**src/rtl/interrupt_request_latch_pkg.sv**
```systemverilog
// Shared definitions for the interrupt request latch: line count, code width, FSM states.
package interrupt_request_latch_pkg;

    localparam int unsigned IRQ_N      = 8;
    localparam int unsigned IRQ_CODE_W = 3;

    typedef enum logic [1:0] {
        IRQ_IDLE    = 2'd0,
        IRQ_PENDING = 2'd1,
        IRQ_SERVICE = 2'd2
    } irq_state_e;

    // One-hot select of the line addressed by an encoder code.
    function automatic logic [IRQ_N-1:0] code_to_onehot(input logic [IRQ_CODE_W-1:0] code);
        return IRQ_N'(1) << code;
    endfunction

endpackage

```
**src/rtl/interrupt_request_latch_irq_edge_capture.sv**
```systemverilog
// Per-line capture: optional 2-flop synchroniser (IRQ_SYNC_EN), edge/level select,
// and the pending register where a same-cycle set overrides a clear.
module interrupt_request_latch_irq_edge_capture
    import interrupt_request_latch_pkg::*;
(
    input  logic                 clk,
    input  logic                 rst_b,
    input  logic [IRQ_N-1:0]     irq_in,
    input  logic [IRQ_N-1:0]     level_mode,
    input  logic [IRQ_N-1:0]     clr,
    output logic [IRQ_N-1:0]     pending
);

    logic [IRQ_N-1:0] irq_s;
    logic [IRQ_N-1:0] prev_irq_d, prev_irq_q;
    logic [IRQ_N-1:0] pending_d, pending_q;
    logic [IRQ_N-1:0] set_c;

`ifdef IRQ_SYNC_EN
    logic [IRQ_N-1:0] sync1_d, sync1_q;
    logic [IRQ_N-1:0] sync2_d, sync2_q;

    always_comb begin
        sync1_d = irq_in;
        sync2_d = sync1_q;
    end

    always_ff @(posedge clk or negedge rst_b) begin
        if (!rst_b) begin
            sync1_q <= '0;
            sync2_q <= '0;
        end else begin
            sync1_q <= sync1_d;
            sync2_q <= sync2_d;
        end
    end

    assign irq_s = sync2_q;
`else
    assign irq_s = irq_in;
`endif

    // Reset prev to all ones so a line already high at reset release is not an edge.
    always_comb begin
        set_c      = (level_mode & irq_s) | (~level_mode & irq_s & ~prev_irq_q);
        prev_irq_d = irq_s;
        pending_d  = (pending_q & ~clr) | set_c;
    end

    always_ff @(posedge clk or negedge rst_b) begin
        if (!rst_b) begin
            prev_irq_q <= '1;
            pending_q  <= '0;
        end else begin
            prev_irq_q <= prev_irq_d;
            pending_q  <= pending_d;
        end
    end

    assign pending = pending_q;

endmodule

```
**src/rtl/interrupt_request_latch.sv**
```systemverilog
// Interrupt request latch: captures lines, presents masked vector d to the encoder,
// and runs the int_req / ack / eoi handshake. Optional input synchroniser: IRQ_SYNC_EN.
module interrupt_request_latch
    import interrupt_request_latch_pkg::*;
(
    input  logic                    clk,
    input  logic                    rst_b,
    input  logic [7:0]              irq_in,
    input  logic [7:0]              level_mode,
    input  logic [7:0]              mask,
    input  logic                    ack,
    input  logic [2:0]              ack_code,
    input  logic                    eoi,
    output logic [7:0]              d,
    output logic                    int_req,
    output logic                    busy,
    output logic [2:0]              svc_code
);

    irq_state_e              state_d, state_q;
    logic                    int_req_d, int_req_q;
    logic                    busy_d, busy_q;
    logic [IRQ_CODE_W-1:0]   svc_code_d, svc_code_q;
    logic [IRQ_N-1:0]        clr_c;
    logic [IRQ_N-1:0]        pending;

    interrupt_request_latch_irq_edge_capture u_capture (
        .clk        (clk),
        .rst_b      (rst_b),
        .irq_in     (irq_in),
        .level_mode (level_mode),
        .clr        (clr_c),
        .pending    (pending)
    );

    assign d = pending & mask;

    always_comb begin
        state_d    = state_q;
        int_req_d  = int_req_q;
        busy_d     = busy_q;
        svc_code_d = svc_code_q;
        clr_c      = '0;
        case (state_q)
            IRQ_IDLE: begin
                if (|d) begin
                    state_d   = IRQ_PENDING;
                    int_req_d = 1'b1;
                end
            end
            IRQ_PENDING: begin
                // An ack naming a line that is not visible is spurious and ignored.
                if (ack && d[ack_code]) begin
                    state_d    = IRQ_SERVICE;
                    clr_c      = code_to_onehot(ack_code);
                    svc_code_d = ack_code;
                    int_req_d  = 1'b0;
                    busy_d     = 1'b1;
                end else if (!ack && (d == '0)) begin
                    state_d   = IRQ_IDLE;
                    int_req_d = 1'b0;
                end
            end
            IRQ_SERVICE: begin
                if (eoi) begin
                    state_d = IRQ_IDLE;
                    busy_d  = 1'b0;
                end
            end
            default: begin
                state_d   = IRQ_IDLE;
                int_req_d = 1'b0;
                busy_d    = 1'b0;
            end
        endcase
    end

    always_ff @(posedge clk or negedge rst_b) begin
        if (!rst_b) begin
            state_q    <= IRQ_IDLE;
            int_req_q  <= 1'b0;
            busy_q     <= 1'b0;
            svc_code_q <= '0;
        end else begin
            state_q    <= state_d;
            int_req_q  <= int_req_d;
            busy_q     <= busy_d;
            svc_code_q <= svc_code_d;
        end
    end

    assign int_req  = int_req_q;
    assign busy     = busy_q;
    assign svc_code = svc_code_q;

endmodule
```
**config.mk**
```make
export PLATFORM = sky130hd
export DESIGN_NAME = interrupt_request_latch
export DESIGN_NICKNAME = d
export VERILOG_FILES = /design/src/rtl/interrupt_request_latch_pkg.sv /design/src/rtl/interrupt_request_latch_irq_edge_capture.sv /design/src/rtl/interrupt_request_latch.sv
export SDC_FILE = /design/constraint.sdc
export NUM_CORES = 1
export LEC_CHECK = 0
export CORE_MARGIN = 2
export CORE_UTILIZATION = 38
export CTS_CLUSTER_SIZE = 30
export DETAILED_ROUTE_END_ITERATION = 16
export GPL_ROUTABILITY_DRIVEN = 0
export PLACE_DENSITY = 0.82
export SLEW_MARGIN = 20
export SYNTH_ARGS = -nofsm -noshare
export SYNTH_HDL_FRONTEND = slang
export SYNTH_HIERARCHICAL = 1
export SYNTH_SLANG_ARGS = --single-unit
```
**constraint.sdc**
```tcl
create_clock -name clk -period 1.8 [get_ports clk]
set_input_delay 0.36 -clock clk [delete_from_list [all_inputs] [get_ports clk]]
set_output_delay 0.36 -clock clk [all_outputs]
set_load 0.02 [all_outputs]
```
== After elaboration in Yosys (flattened, before gate mapping) ==
Index checks and enable logic that the tools add are counted.

* Logic and storage cells: 52
* Bits of input ports: 31
* Output and inout bits: 13
* Register bits after elaboration: 23

* Order comparisons: 1
* Bitwise operators: 12
* Reduce and logical (&&, ||, !) cells: 10
* Mux-type cells: 16
* Shift-type cells: 1
* Eq/ne operators: 6

{| class="wikitable"
|+ Operators with widths
! cell !! count
|-
| 8-bit bitwise AND || 5
|-
| 8-bit inverter || 3
|-
| 8-bit two-way mux || 2
|-
| 8-bit OR || 2
|-
| 3-bit AND reduction || 3
|-
| 8-bit logical NOT || 1
|-
| 2-bit two-way mux || 4
|-
| 8-bit OR reduction || 1
|-
| 1-bit by 3-bit << shifter with 8-bit output, first input constant || 1
|-
| 1-bit two-way mux || 6
|-
| 2-bit != test, second input constant || 3
|-
| 1-bit one-hot mux with 3 select lines || 2
|-
| 2-bit one-hot mux with 3 select lines || 1
|-
| 3-bit by 4-bit < comparator with 1-bit output, second input constant || 1
|-
| 1-bit binary-select mux with 3-bit select || 1
|-
| 3-bit != test, second input constant || 1
|-
| 2-bit by 1-bit == test with 1-bit output, second input constant || 1
|-
| 2-bit == test, second input constant || 1
|-
| 1-bit logical AND || 2
|-
| 2-bit logical NOT || 1
|-
| 1-bit inverter || 2
|-
| 2-bit AND reduction || 1
|-
| 1-bit logical NOT || 1
|}

== Depth between registers and ports, before layout ==
Gate-level depths: netlist of run 1.

* Depth after elaboration: 9
* Depth in mapped cells: 6
* Gate-level depth less buffers: 6

== Modules after synthesis ==
The synthesis of run 1 kept the hierarchy.

{| class="wikitable"
|+ Modules (own cells, without submodules)
! module !! cells an instance !! area each (µm²) !! instances !! seq. area each (µm²)
|-
| interrupt_request_latch_irq_edge_capture || 40 || 560.5 || 1 || 410.4
|-
| interrupt_request_latch || 64 || 556.8 || 1 || 175.2
|}

== Least setup slack after synthesis of run 1 ==
No wires, ideal clock.

* Path type: input to register
* Start point: in ack_code[0]
* End point: reg u_capture.pending_q[5], in the netlist u_capture/pending[5]
* Path buffers: 1
* Setup slack: -0.124 ns
* Data required time: 1.679 ns
* Library setup time: 0.121 ns
* Cell stages on the path: 6
* Data arrival time: 1.803 ns
* Path through: buf_6 mux4_2 mux2_4 nor4b_2 inv_1 a22o_1

* Longest elaborated chain between the ends: 8
* Elaborated cells between the ends (all ways): 9
* Classes of those cells: shift (1); mux (4); bitwise (3); reduce/logical (1)

{| class="wikitable"
|+ RTL lines
! what !! line !! source
|-
| from (decl) || interrupt_request_latch.sv:12 || <nowiki>input logic [2:0] ack_code,</nowiki>
|-
| 1-bit binary-select mux with 3-bit select || interrupt_request_latch.sv:53 || <nowiki>if (ack && d[ack_code]) begin</nowiki>
|-
| 1-bit two-way mux (not written as such) || interrupt_request_latch.sv:53 ||
|-
| 1-bit logical AND || interrupt_request_latch.sv:53 ||
|-
| 8-bit two-way mux * || interrupt_request_latch.sv:53 ||
|-
| 8-bit two-way mux * || interrupt_request_latch.sv:44 || <nowiki>case (state_q)</nowiki>
|-
| net clr_c[5] || interrupt_request_latch.sv:24 || <nowiki>logic [IRQ_N-1:0] clr_c;</nowiki>
|-
| 8-bit inverter * || interrupt_request_latch_irq_edge_capture.sv:47 || <nowiki>pending_d = (pending_q & ~clr) | set_c;</nowiki>
|-
| 8-bit bitwise AND * || interrupt_request_latch_irq_edge_capture.sv:47 ||
|-
| 8-bit OR * || interrupt_request_latch_irq_edge_capture.sv:47 ||
|-
| net u_capture.pending_d[5] || interrupt_request_latch_irq_edge_capture.sv:16 || <nowiki>logic [IRQ_N-1:0] pending_d, pending_q;</nowiki>
|-
| to (signal assigned) || interrupt_request_latch_irq_edge_capture.sv:56 || <nowiki>pending_q <= pending_d;</nowiki>
|-
| to (decl) || interrupt_request_latch_irq_edge_capture.sv:16 ||
|}

The timed path passes the listed nets; every way through them passes the cells marked *. The select of a mux whose other input is x is not followed.
A chain may end at the register's enable or synchronous reset.

== Worst setup path in the final report of run 1 ==
* Start point: reg u_capture.pending_q[1], in the netlist u_capture/pending[1]
* End point: reg u_capture.pending_q[7], in the netlist u_capture/pending[7]

* Longest elaborated chain between the ends: 9

{| class="wikitable"
|+ RTL lines
! what !! line !! source
|-
| 8-bit bitwise AND || interrupt_request_latch.sv:36 || <nowiki>assign d = pending & mask;</nowiki>
|-
| 1-bit binary-select mux with 3-bit select || interrupt_request_latch.sv:53 ||
|-
| 1-bit two-way mux (not written as such) || interrupt_request_latch.sv:53 ||
|-
| 1-bit logical AND || interrupt_request_latch.sv:53 ||
|-
| 8-bit two-way mux || interrupt_request_latch.sv:53 ||
|-
| 8-bit two-way mux || interrupt_request_latch.sv:44 ||
|-
| net clr_c[7] || interrupt_request_latch.sv:24 ||
|-
| 8-bit inverter || interrupt_request_latch_irq_edge_capture.sv:47 ||
|-
| 8-bit bitwise AND || interrupt_request_latch_irq_edge_capture.sv:47 ||
|-
| 8-bit OR || interrupt_request_latch_irq_edge_capture.sv:47 ||
|-
| net u_capture.pending_d[7] || interrupt_request_latch_irq_edge_capture.sv:16 ||
|}

The timed path passes the listed nets, and every way through them passes these cells. The select of a mux whose other input is x is not followed.

==> flow_summary.json, run 1 <==
{
  "yosys-top-cells-area": "dfrtp_1, dfstp_2, a22o_1, inv_1, nand2b_1",
  "synth_fa_ha_area_share_pct": 0,
  "holdWs_ps": 407,
  "synth_top_area_share_pct": 33.6,
  "fillerInstances": 193,
  "io_buffers": 43,
  "final_nets": 214,
  "die_area_um2": 3390,
  "wl_um": 3640,
  "insertion_delay_ps": 310,
  "antenna_found_initial": 0,
  "drc": 0,
  "fp.dieH_um": 58.2,
  "io_pins": 44,
  "r2r_start": "u_capture/pending[1]",
  "power_frac_comb_pct": 43.6,
  "antenna_left": 0,
  "grt_pass1_vias": 1171,
  "synth_common_cells": "inv_1, dfrtp_1, nand2_1",
  "crit_type": "reg2reg",
  "synth_area_um2": 1120,
  "cts_tree": "done",
  "start_util_pct": 40.2,
  "pwr-share-clk_pct": 15.4,
  "worstSetupEndpointType": "flop",
  "yosys.area.top_type": "dfrtp_1",
  "ctsHoldBuffers": 0,
  "reg2regPathDepth": 7,
  "synthMuxAreaShare_pct": 7.39,
  "synth_top_family_by_area": "simple AND/OR/NAND/NOR gates",
  "rsz0062_at_grt": "yes",
  "syn-num-nets": 135,
  "tightest_slew_ps": 413,
  "switching_power_uw": 522,
  "grt_max_degree": 24,
  "synth_edf_count": 0,
  "power_mw": 1.59,
  "ys_async_sr_fraction_pct": 100,
  "clkTransAtPathRegs_ps": 130,
  "htree_num_levels": 1,
  "p_int_mw": 1.07,
  "cts-root-buf": "clkbuf_4",
  "path_max_fanout": 4,
  "setup_violations": 15,
  "synthCells": 104,
  "antennaDiodeCount": 0,
  "maxSlewViolCount": 0,
  "p_seq_share_pct": 41.1,
  "violations": "setup timing",
  "synth_compound_area_share_pct": 12.9,
  "multi_input_area_um2": 553,
  "pre_cts_ws_ps": -713,
  "powerDensity_nw_per_um2": 831,
  "rows": 19,
  "timing.final.ws_setup_ps": -212,
  "hold_violations": 0,
  "critPathLaunchType": "flop",
  "coreArea_um2": 2780,
  "finClkSkew_ps": 3.87,
  "firstDrtPassIters": 4,
  "drtIter0Drc": 31,
  "min-delay-path-class": "in2async",
  "vias": 1139,
  "seq_area_frac_synth_pct": 52.4,
  "yosysUniqueCellTypes": 32,
  "place_inst": 197,
  "maxCapViolCount": 0,
  "r2r_end": "u_capture/pending[7]",
  "period_minus_slack_ps": 2010,
  "vdd_drop_max_mv": 0.588,
  "p_leak_nw": 0.859,
  "relSlewSlack_pct": 72.4,
  "grt.total_usage_pct": 20.6,
  "max_freq_ghz": 0.497,
  "cts_buffer_depth": 2,
  "status": "finished, violations left",
  "grt_pass1_wl_um": 5280,
  "fin_cells": 213,
  "cp_data_required_time_ps": 2020,
  "synth_xor_area_share_pct": 0,
  "ff2ff_setup_slack_ps": -210,
  "syn2layout_area_growth_pct": 71.8,
  "period_share_pct": 112,
  "postSynthAreaPerCell_um2": 10.7,
  "synth-simple-area-share_pct": 19.9,
  "drive_gt1_share_pct": 34.6,
  "yosys_register_bits": 23,
  "ff_latch_area_um2": 586,
  "clkSinkCount": 23,
  "wire_per_inst_um": 17.1,
  "synth_ff_type": "dfrtp_1",
  "synth.most_common_cell": "inv_1",
  "viasPerCell": 5.35,
  "numCtsBuffers": 3,
  "die_w_um": 58.2,
  "arrival_ps": 2230,
  "yosysWarnings": 6,
  "dp_hpwl_um": 2310,
  "swShare_pct": 32.8,
  "grt_overflow_total": 0
}
-- worst max-delay path, stage by stage, from the launching register on --
cell and delay (ps):
dfrtp_1 400, nand2_1 90, mux4_2 480, buf_4 150, mux2_4 300, nor3b_4 210
inv_1 70, a22o_1 200
-- stage by stage --
stage / TNS (ps) / util [%] / instance area (um2)
6_report: -1760 / 69.0 / 1920
5_1_grt: -2590 / 69.0 / 1920
4_1_cts: -703 / 65.9 / 1830
3_5_place_dp: -10060 / 62.2 / 1730
3_3_place_gp: -9180 / 62.2 / 1730
2_1_floorplan: -458 / - / 1120
-- sequential cells by signal (all words and copies together), names as in the netlist --
name and cells:
u_capture/pending 8, u_capture/prev_irq_q 8, svc_code 3, state_q 2
busy 1, int_req 1
-- layout by cell type, fill, tap and decap left out, types with 2 or more instances in the layout --
master,synthesis,layout
buf_4,0,31
clkdlybuf4s50_1,0,25
inv_1,18,18
dlygate4sd2_1,0,17
dfrtp_1,15,15
nand2b_1,8,8
a22o_1,8,8
dfstp_2,8,8
nand2_1,9,6
mux2_4,1,4
nand2_2,0,3
nor2_1,3,3
clkbuf_4,0,3
mux4_2,2,2
nor3_2,0,2
nand3_1,2,2
nor3b_2,0,2
a21o_1,2,2
nand4_1,2,2
-- per-layer routing --
| metal | track usage (%) | vias to the layer above | share of wire, % |
|---|---|---|---|
| met4 | 10.3 | 0 | 4.8 |
| met5 | 0 | - | 0 |
| met1 | 24.0 | 545 | 39 |
| li1 | - | 513 | - |
| met2 | 36.4 | 57 | 51 |
| met3 | 3.35 | 24 | 6.0 |
-- power by group through the flow --
stage | registers (mW) | logic, mW | clock network [mW]
after floorplan | 0.731 | 0.199 | 0
after global placement | 0.656 | 0.587 | 0
final | 0.655 | 0.695 | 0.245
after CTS | 0.651 | 0.624 | 0.243
after global routing | 0.669 | 0.732 | 0.271
after detailed placement | 0.661 | 0.602 | 0
-- cell type report --
| class | instances | share of cell area [%] |
|---|---|---|
| Timing Repair Buffer | 75 | 33.8 |
| Sequential cell | 23 | 30.5 |
| Multi-Input combinational cell | 62 | 28.8 |
| Inverter | 18 | 3.52 |
| Tap cell | 31 | 2.02 |
| Clock buffer | 4 | 1.37 |
-- worst max-delay path by stage --
| stage | from | to | slack [ps] |
|---|---|---|---|
| finish | u_capture/pending[1] | u_capture/pending[7] | -210 |
| global route | u_capture/pending[1] | u_capture/pending[1] | -260 |
| CTS | u_capture/pending[3] | u_capture/pending[5] | -170 |
| detailed placement | ack_code[0] | u_capture/pending[4] | -710 |
| global placement | ack_code[0] | u_capture/pending[4] | -610 |
| floorplan | ack_code[0] | u_capture/pending[4] | -100 |
-- logic make-up after synthesis --
group,Yosys count
and+or+nand+nor,39
DFF,23
buffers and inverters,20
AOI/OAI and AO/OA,17
muxes,5
-- repair_timing --
action                     in CTS  in global routing
buffers inserted                4                  7
pin swaps                      15                  3
gates resized for setup        31                  9
gates cloned                    1                  0
setup endpoints to repair      23                 12
Power figures use the tool's default switching activity.
==> inputs of run 2 (changes only) <==
--- a/config.mk
+++ b/config.mk
@@ -5,6 +5,7 @@
 export SDC_FILE = /design/constraint.sdc
 export NUM_CORES = 1
 export LEC_CHECK = 0
+export CAP_MARGIN = 40
 export CORE_MARGIN = 2
 export CORE_UTILIZATION = 38
 export CTS_CLUSTER_SIZE = 30
==> results of run 2 <==
Same layout as run 1: the final DEF is identical, and so are final timing and power.
